--- config.mk ---
export PLATFORM = sky130hd
export DESIGN_NAME = rx_control_module_flat
export DESIGN_NICKNAME = d
export VERILOG_FILES = /design/src/rtl/rx_pkg.sv /design/src/rtl/rx_control_module_if.sv /design/src/rtl/rx_bps_module.sv /design/src/rtl/rx_control_module.sv /design/src/flat_wrapper.sv
export SDC_FILE = /design/constraint.sdc
export NUM_CORES = 1
export LEC_CHECK = 0
export BUFFER_PORTS_ARGS = -buffer_cell sky130_fd_sc_hd__buf_2
export CAP_MARGIN = 20
export CORE_MARGIN = 2
export CORE_UTILIZATION = 29
export DETAILED_ROUTE_END_ITERATION = 7
export GPL_TIMING_DRIVEN = 0
export PLACE_DENSITY = 0.42
export SYNTH_ARGS = -nofsm -noshare
export SYNTH_HDL_FRONTEND = slang
export SYNTH_HIERARCHICAL = 1
export SYNTH_SLANG_ARGS = --single-unit
--- constraint.sdc ---
create_clock -name clk -period 4.1 [get_ports clk]
set_input_delay 0.205 -clock clk [delete_from_list [all_inputs] [get_ports clk]]
set_output_delay 0.205 -clock clk [all_outputs]
set_load 0.01 [all_outputs]
--- src/rtl/rx_pkg.sv ---
`default_nettype none
// +-------------------------------------------------------------------------+
// | rx_pkg : shared state encoding and default sizing for the UART receiver  |
// | Rev 1.0                                                                  |
// +-------------------------------------------------------------------------+
package rx_pkg;

  localparam int unsigned DEF_CLK_DIV   = 434;
  localparam int unsigned DEF_DATA_BITS = 8;

  typedef enum logic [2:0] {
    ST_IDLE  = 3'd0,
    ST_START = 3'd1,
    ST_DATA  = 3'd2,
    ST_STOP  = 3'd3,
    ST_DONE  = 3'd4
  } rx_state_e;

endpackage
`default_nettype wire

--- src/rtl/rx_control_module_if.sv ---
`default_nettype none
// +-------------------------------------------------------------------------+
// | rx_control_module_if : start-edge, serial line and received-byte bundle  |
// | Rev 1.0                                                                  |
// +-------------------------------------------------------------------------+
interface rx_control_module_if
  import rx_pkg::*;
#(
  parameter int DATA_BITS = DEF_DATA_BITS
);
  logic                 h2l_sig;
  logic                 rx_pin;
  logic                 rx_en;
  logic [DATA_BITS-1:0] rx_data;
  logic                 rx_done;
  logic                 frame_err;
  logic                 rx_busy;

  modport master (
    output h2l_sig, rx_pin, rx_en,
    input  rx_data, rx_done, frame_err, rx_busy
  );

  modport slave (
    input  h2l_sig, rx_pin, rx_en,
    output rx_data, rx_done, frame_err, rx_busy
  );
endinterface
`default_nettype wire

--- src/rtl/rx_bps_module.sv ---
`default_nettype none
// +-------------------------------------------------------------------------+
// | rx_bps_module : per-bit baud counter with mid-bit and end-of-bit ticks   |
// | Rev 1.0                                                                  |
// +-------------------------------------------------------------------------+
module rx_bps_module
  import rx_pkg::*;
#(
  parameter int CLK_DIV = DEF_CLK_DIV
) (
  input  logic clk,
  input  logic rst,
  input  logic count_en,
  output logic mid_tick,
  output logic end_tick
);
  localparam int CNT_W = $clog2(CLK_DIV);
  localparam int HALF  = CLK_DIV / 2;

  logic [CNT_W-1:0] cnt_q, cnt_d;

  always_comb begin
    cnt_d = cnt_q;
    if (!count_en) begin
      cnt_d = '0;
    end else if (cnt_q == CNT_W'(CLK_DIV - 1)) begin
      cnt_d = '0;
    end else begin
      cnt_d = cnt_q + 1'b1;
    end
  end

  always_ff @(posedge clk) begin
    if (rst) begin
      cnt_q <= '0;
    end else begin
      cnt_q <= cnt_d;
    end
  end

  assign mid_tick = (cnt_q == CNT_W'(HALF));
  assign end_tick = (cnt_q == CNT_W'(CLK_DIV - 1));

endmodule
`default_nettype wire

--- src/rtl/rx_control_module.sv ---
`default_nettype none
// +-------------------------------------------------------------------------+
// | rx_control_module : UART frame sequencer, mid-bit sampling, LSB first    |
// | Rev 1.0                                                                  |
// +-------------------------------------------------------------------------+
module rx_control_module
  import rx_pkg::*;
#(
  parameter int CLK_DIV   = DEF_CLK_DIV,
  parameter int DATA_BITS = DEF_DATA_BITS
) (
  input  logic                 clk,
  input  logic                 rst,
  rx_control_module_if.slave   bus
);
  localparam int BIT_W = (DATA_BITS > 1) ? $clog2(DATA_BITS) : 1;

  rx_state_e            state_q, state_d;
  logic [BIT_W-1:0]     bit_idx_q, bit_idx_d;
  logic [DATA_BITS-1:0] shift_q, shift_d;
  logic [DATA_BITS-1:0] rx_data_q, rx_data_d;
  logic                 rx_done_q, rx_done_d;
  logic                 frame_err_q, frame_err_d;
  logic                 rx_busy_q, rx_busy_d;
  logic                 mid_tick;
  logic                 end_tick;

  rx_bps_module #(
    .CLK_DIV (CLK_DIV)
  ) u_bps (
    .clk      (clk),
    .rst      (rst),
    .count_en (state_q != ST_IDLE),
    .mid_tick (mid_tick),
    .end_tick (end_tick)
  );

  always_comb begin
    state_d     = state_q;
    bit_idx_d   = bit_idx_q;
    shift_d     = shift_q;
    rx_data_d   = rx_data_q;
    rx_done_d   = 1'b0;
    frame_err_d = 1'b0;
    case (state_q)
      ST_IDLE: begin
        if (bus.h2l_sig && bus.rx_en) begin
          state_d = ST_START;
        end
      end
      ST_START: begin
        // A line back high at mid start bit was a glitch, not a frame.
        if (mid_tick && bus.rx_pin) begin
          state_d = ST_IDLE;
        end else if (end_tick) begin
          state_d   = ST_DATA;
          bit_idx_d = '0;
        end
      end
      ST_DATA: begin
        if (mid_tick) begin
          shift_d[bit_idx_q] = bus.rx_pin;
        end
        if (end_tick) begin
          if (bit_idx_q == BIT_W'(DATA_BITS - 1)) begin
            state_d = ST_STOP;
          end else begin
            bit_idx_d = bit_idx_q + 1'b1;
          end
        end
      end
      ST_STOP: begin
        if (mid_tick) begin
          if (bus.rx_pin) begin
            state_d   = ST_DONE;
            rx_data_d = shift_q;
            rx_done_d = 1'b1;
          end else begin
            state_d     = ST_IDLE;
            frame_err_d = 1'b1;
          end
        end
      end
      ST_DONE: begin
        state_d = ST_IDLE;
      end
      default: begin
        state_d = ST_IDLE;
      end
    endcase
    rx_busy_d = (state_d != ST_IDLE);
  end

  always_ff @(posedge clk) begin
    if (rst) begin
      state_q     <= ST_IDLE;
      bit_idx_q   <= '0;
      shift_q     <= '0;
      rx_data_q   <= '0;
      rx_done_q   <= 1'b0;
      frame_err_q <= 1'b0;
      rx_busy_q   <= 1'b0;
    end else begin
      state_q     <= state_d;
      bit_idx_q   <= bit_idx_d;
      shift_q     <= shift_d;
      rx_data_q   <= rx_data_d;
      rx_done_q   <= rx_done_d;
      frame_err_q <= frame_err_d;
      rx_busy_q   <= rx_busy_d;
    end
  end

  assign bus.rx_data   = rx_data_q;
  assign bus.rx_done   = rx_done_q;
  assign bus.frame_err = frame_err_q;
  assign bus.rx_busy   = rx_busy_q;

endmodule
`default_nettype wire
--- src/flat_wrapper.sv ---
// flat-port wrapper written by rule: the top's interface ports become plain ports
module rx_control_module_flat import rx_pkg::*;
#(
  parameter int CLK_DIV   = DEF_CLK_DIV,
  parameter int DATA_BITS = DEF_DATA_BITS
)
  (clk, rst, bus_h2l_sig, bus_rx_pin, bus_rx_en, bus_rx_data, bus_rx_done, bus_frame_err, bus_rx_busy);
  rx_control_module_if #(.DATA_BITS(DATA_BITS)) bus_i ();
  input  logic clk;
  input  logic rst;
  input wire logic [$bits(bus_i.h2l_sig)-1:0] bus_h2l_sig;
  input wire logic [$bits(bus_i.rx_pin)-1:0] bus_rx_pin;
  input wire logic [$bits(bus_i.rx_en)-1:0] bus_rx_en;
  output wire logic [$bits(bus_i.rx_data)-1:0] bus_rx_data;
  output wire logic [$bits(bus_i.rx_done)-1:0] bus_rx_done;
  output wire logic [$bits(bus_i.frame_err)-1:0] bus_frame_err;
  output wire logic [$bits(bus_i.rx_busy)-1:0] bus_rx_busy;
  assign bus_i.h2l_sig = bus_h2l_sig;
  assign bus_i.rx_pin = bus_rx_pin;
  assign bus_i.rx_en = bus_rx_en;
  assign bus_rx_data = bus_i.rx_data;
  assign bus_rx_done = bus_i.rx_done;
  assign bus_frame_err = bus_i.frame_err;
  assign bus_rx_busy = bus_i.rx_busy;
  rx_control_module #(.CLK_DIV(CLK_DIV), .DATA_BITS(DATA_BITS)) u_core (.clk(clk), .rst(rst), .bus(bus_i));
endmodule
Yosys cells after proc, flatten, opt, wreduce, memory -nomap -nowiden --
Index checks and enable logic that the tools add are counted.
Storage, ports and cells: bits in registers 34, input bits 5, logic and storage cells 55
Operators by class: add/sub/neg operators 2, $lt $le $gt $ge 2, eq/ne operators 10, multiplexer cells 18, bitwise gates (word level) 3, reduce and logical (&&, ||, !) cells 12
Operators with widths (count):
- 3-bit 2-to-1 mux | 11
- 3-bit case mux with 4 select lines | 1
- 9-bit by 1-bit adder with 9-bit output (second input constant) | 1
- 9-bit by 8-bit equality test with 1-bit output (second input constant) | 1
- 9-bit equality test (second input constant) | 1
- 8-bit bitwise mux | 1
- 3-bit by 2-bit equality test with 1-bit output (second input constant) | 2
- 3-bit case mux with 2 select lines | 1
- 3-bit nonzero test | 2
- 3-bit OR reduction | 2
- 5-bit AND reduction | 1
- 3-bit by 4-bit < comparator with 1-bit output (second input constant) | 1
- 2-bit by 1-bit != test with 1-bit output (second input constant) | 2
- 2-bit != test (second input constant) | 2
- 3-bit by 1-bit adder with 3-bit output (second input constant) | 1
- 1-bit demux with 3-bit select | 1
- 3-bit by 1-bit equality test with 1-bit output (second input constant) | 1
- 3-bit equality test (second input constant) | 1
- 3-bit by 1-bit >= comparator with 1-bit output (second input constant) | 1
- 1-bit logical AND | 3
- 3-bit zero test | 1
- 1-bit 2-to-1 mux | 3
- 1-bit inverter | 3
- 3-bit AND reduction | 1
- other kinds (2) | 2

Longest topological paths before layout --
depth in word-level cells 5, depth in mapped cells 9, mapped depth without buffers 8

Hierarchy --
The synthesis kept the hierarchy.
By module, submodules not included:
- rx_control_module | times used 1, cells each 123, area an instance 1079.8 µm², sequential area each 500.5 µm²
- rx_bps_module | times used 1, cells each 46, area an instance 419.2 µm², sequential area each 180.2 µm²

Worst setup path after synthesis --
No wires, ideal clock.
path type register -> register, from register u_core.u_bps.cnt_q[4], to register u_core.rx_data_q[0] (netlist: u_core/bus.rx_data[0]), library setup time 0.128 ns, arrival 2.105 ns, data required time 3.972 ns, path slack 1.867 ns, stages on the path, launching flop included 9, period minus slack after synthesis 2.233 ns, cell sequence dfxtp_1 -> nand2_1 -> or4b_1 -> nor3_2 -> clkbuf_1 -> nand4_1 -> nor2_2 -> mux2i_1 -> nor2_1
On the way: cells in the longest elaborated chain, start to end 2
RTL lines:
- start: declaration | RTL line rx_bps_module.sv:20 | logic [CNT_W-1:0] cnt_q, cnt_d;
- start signal: assignment | RTL line rx_bps_module.sv:37 | cnt_q <= cnt_d;
- 9-bit by 8-bit equality test with 1-bit output | RTL line rx_bps_module.sv:41 | assign mid_tick = (cnt_q == CNT_W'(HALF));
- named net u_core.mid_tick | RTL line rx_control_module.sv:25 | logic mid_tick;
- 3-bit AND reduction (no source line)
- end signal: assignment | RTL line rx_control_module.sv:107 | rx_data_q <= rx_data_d;
- end: declaration | RTL line rx_control_module.sv:21 | logic [DATA_BITS-1:0] rx_data_q, rx_data_d;
The timed path passes the listed nets, and every way through them passes these cells. A chain may end at the register's enable or synchronous reset.

Final worst setup path --
from register u_core.u_bps.cnt_q[3], to register u_core.rx_data_q[6] (netlist: u_core/bus.rx_data[6])
The elaborated chain is that of the path after synthesis.

==> impl_metrics.tcl <==
set metrics [dict create \
    yosysSeqAreaShare 0.4541 \
    avgSynthCellArea_sq_um 8.869 \
    final_area_sq_mm 0.001775 \
    layout-drive-gt1-share 0.1615 \
    diodes 0 \
    wl_met2_mm 1.374 \
    routabilityCongestion 0.7319 \
    synth_edf_count 0 \
    synth_top_cell_area_share 0.4541 \
    yosysTopAreaCell "dfxtp_1" \
    async_flop_share 0 \
    finalMaxSlewViolations 0 \
    cts_tree "yes" \
    antenna_found_initial 0 \
    vdd_drop_max_v 0.0001497 \
    setup_viol_count_final 0 \
    drt_iter0_markers 63 \
    yosysWarnings 6 \
    min_path_type "in -> reg" \
    vias 1245 \
    max-slew-margin-rel 0.6273 \
    dieArea_sq_mm 0.005760 \
    grt_overflow 0 \
    status "completed" \
    grt_setup_unrepaired "false" \
    cts_sinks 34 \
    die_y_um 75.90 \
    start_util 0.2973 \
    cts_made_buffers 5 \
    worst_ep_arrival_time_ns 2.83 \
    ctsResizeCount 0 \
    p_leak_nw 0.5895 \
    cts.clk_slew.worst_paths_ns 0.08 \
    routed.top_layer "met4" \
    crit_path_end_kind "register" \
    met1_length_mm 1.634 \
    num_rows 26 \
    drv_cap 0 \
    synth_cells 169 \
    powerDensity_mw_per_mm2 372.1 \
    clock_latency_ns 0.28 \
    hold_violations 0 \
    grt_pass1_wl_mm 5.299 \
    dpl.hpwl_mm 2.214 \
    cts_max_level 2 \
    route.met3.wl_um 68 \
    clockRootBuffer "clkbuf_8" \
    wl_per_cell_um 11.84 \
    drtAntennaViolNets 0 \
    critical_path_class "reg -> reg" \
    ios 16 \
    tns_ns 0 \
    die-width_um 75.90 \
    utilization 0.3521 \
    p_total_mw 0.6606 \
    drc 0 \
    worst_pin_slew_ns 0.5584 \
    yosys.cell_types.count 33 \
    dp_cells 254 \
    period_share 0.6516 \
    io_buffers 15 \
    grt_start_max_net_pins 13 \
    grtUsageTotal 0.1246 \
    cts.path.max_buffers 2 \
    synthToLayoutAreaGrowth_pct 18.45 \
    finalNonFillerCells 262 \
    startpoint_type "register" \
    fin_worst_skew_ns 0.008514 \
    core_area_sq_mm 0.005042 \
    syn_area_sq_mm 0.001499 \
    synth-main-ff-cell "dfxtp_1" \
    wirelength_mm 3.103 \
    ys_ff_latch 34 \
    nets 200 \
    syn_nets 178 \
    required_ns 4.26 \
    fin_crit_ns 2.672 \
    dpl_cell_area_sq_mm 0.001662 \
    fmax_mhz 374.3 \
    post_cts.repair.setup_buffers 0 \
    routed_via_density 4.752 \
    grt_pass1_vias 1118 \
    dr.pass1.iters 6 \
    yosys-top-cells-area "dfxtp_1 (45%), mux2i_1 (8.0%), nor2_1 (6.0%)" \
    worstPathMaxFanout 9 \
    postCtsHoldBufs 0 \
]
[sequential cells by signal, summed over array words and instances (netlist names)]
| signal | count |
|---|---|
| u_core/bit_idx_q | 3 |
| u_core/u_bps/cnt_q | 9 |
| u_core/bus.rx_busy | 1 |
| u_core/bus.rx_data | 8 |
| u_core/shift_q | 8 |
| u_core/bus.rx_done | 1 |
| u_core/state_q | 3 |
| u_core/bus.frame_err | 1 |
[where the power goes]
part | switching [mW] | total, mW | internal, mW
Clock | 0.127 | 0.307 | 0.181
Sequential | 0.00134 | 0.333 | 0.332
Combinational | 0.0131 | 0.0201 | 0.00696
[final timing paths]
kind              depth (start not counted)                     to                   from  slack [ns]
setup / recovery                          8  u_core/bus.rx_data[6]  u_core/u_bps/cnt_q[3]        1.43
hold / removal                            3     u_core/bus.rx_done             bus_rx_pin        0.31
setup reg to reg                          8  u_core/bus.rx_data[6]  u_core/u_bps/cnt_q[3]        1.43
hold reg to reg                           1  u_core/u_bps/cnt_q[0]  u_core/u_bps/cnt_q[0]        0.48
[metal layers]
layer  GRT usage  vias to the layer above
li1            -                      647
met2      0.1849                        8
met5           0                        -
met1      0.1622                      588
met3     0.04762                        2
met4     0.05068                        0
[Yosys cell counts (all sizes together) (2+ instances only)]
cell type / n
nand4bb: 3
clkbuf: 6
nand3: 6
nand4: 2
buf: 3
a311oi: 2
nand2: 12
or3: 8
a21oi: 13
xor2: 2
or4b: 2
nor2: 25
nand3b: 2
mux2i: 12
nor2b: 2
nor3b: 3
nor3: 7
ha: 4
dfxtp: 34
inv: 2
o21ai: 12
[cell usage in the layout, fill, tap and decap left out]
master / n
xnor2_1: 1
xor2_1: 2
nand2_1: 12
nand3_1: 5
clkbuf_1: 6
nor3_2: 1
nand3_2: 1
nor3_1: 6
clkinvlp_4: 2
a21oi_2: 1
inv_1: 2
buf_2: 18
nand4_1: 2
a31oi_1: 1
a21oi_1: 12
nor3b_1: 3
dfxtp_1: 34
o21ai_0: 11
nand4b_1: 1
ha_1: 4
or3_1: 8
nor2_1: 24
nand2b_1: 1
nor2_2: 1
clkbuf_8: 5
or4b_1: 2
a311oi_1: 2
nor2b_1: 2
nand3b_1: 2
nor4_1: 1
mux2i_1: 12
and4_1: 1
nand4bb_1: 3
bufinv_16: 1
o211ai_1: 1
o21ai_2: 1
[critical path, stage by stage, from the launching register on]
cell and delay (ns):
dfxtp_1 0.42, nand2_1 0.11, or4b_1 0.50, nor3_2 0.11
clkbuf_1 0.34, nand4_1 0.26, nor2_2 0.50, mux2i_1 0.25
nor2_1 0.06
[final cells by class]
type | count | area [sq um]
Sequential cell | 34 | 680.7
Timing Repair Buffer | 15 | 75.07
Fill cell | 536 | 3267
Tap cell | 70 | 87.58
Multi-Input combinational cell | 124 | 773.2
Clock inverter | 3 | 45.04
Buffer | 9 | 37.54
Clock buffer | 5 | 68.82
Inverter | 2 | 7.507
[stage by stage]
stage	hold slack, ns	setup slack, ns
after floorplan	0.4281	1.867
after global placement	0.4599	1.417
after detailed placement	0.4665	1.419
after CTS	0.2981	1.403
after global routing	0.2972	1.183
final	0.3132	1.428
[kinds of logic after synthesis]
family / count (synthesis) / synth area share
AOI/OAI and AO/OA: 29 / 0.1094
xor gates and xnor gates: 3 / 0.01753
adders and majority gates: 4 / 0.03339
buffers and inverters: 11 / 0.03005
DFF: 34 / 0.4541
muxes: 12 / 0.08014
and+or+nand+nor: 76 / 0.2755
Note: power is estimated with default switching activity, not from simulation.
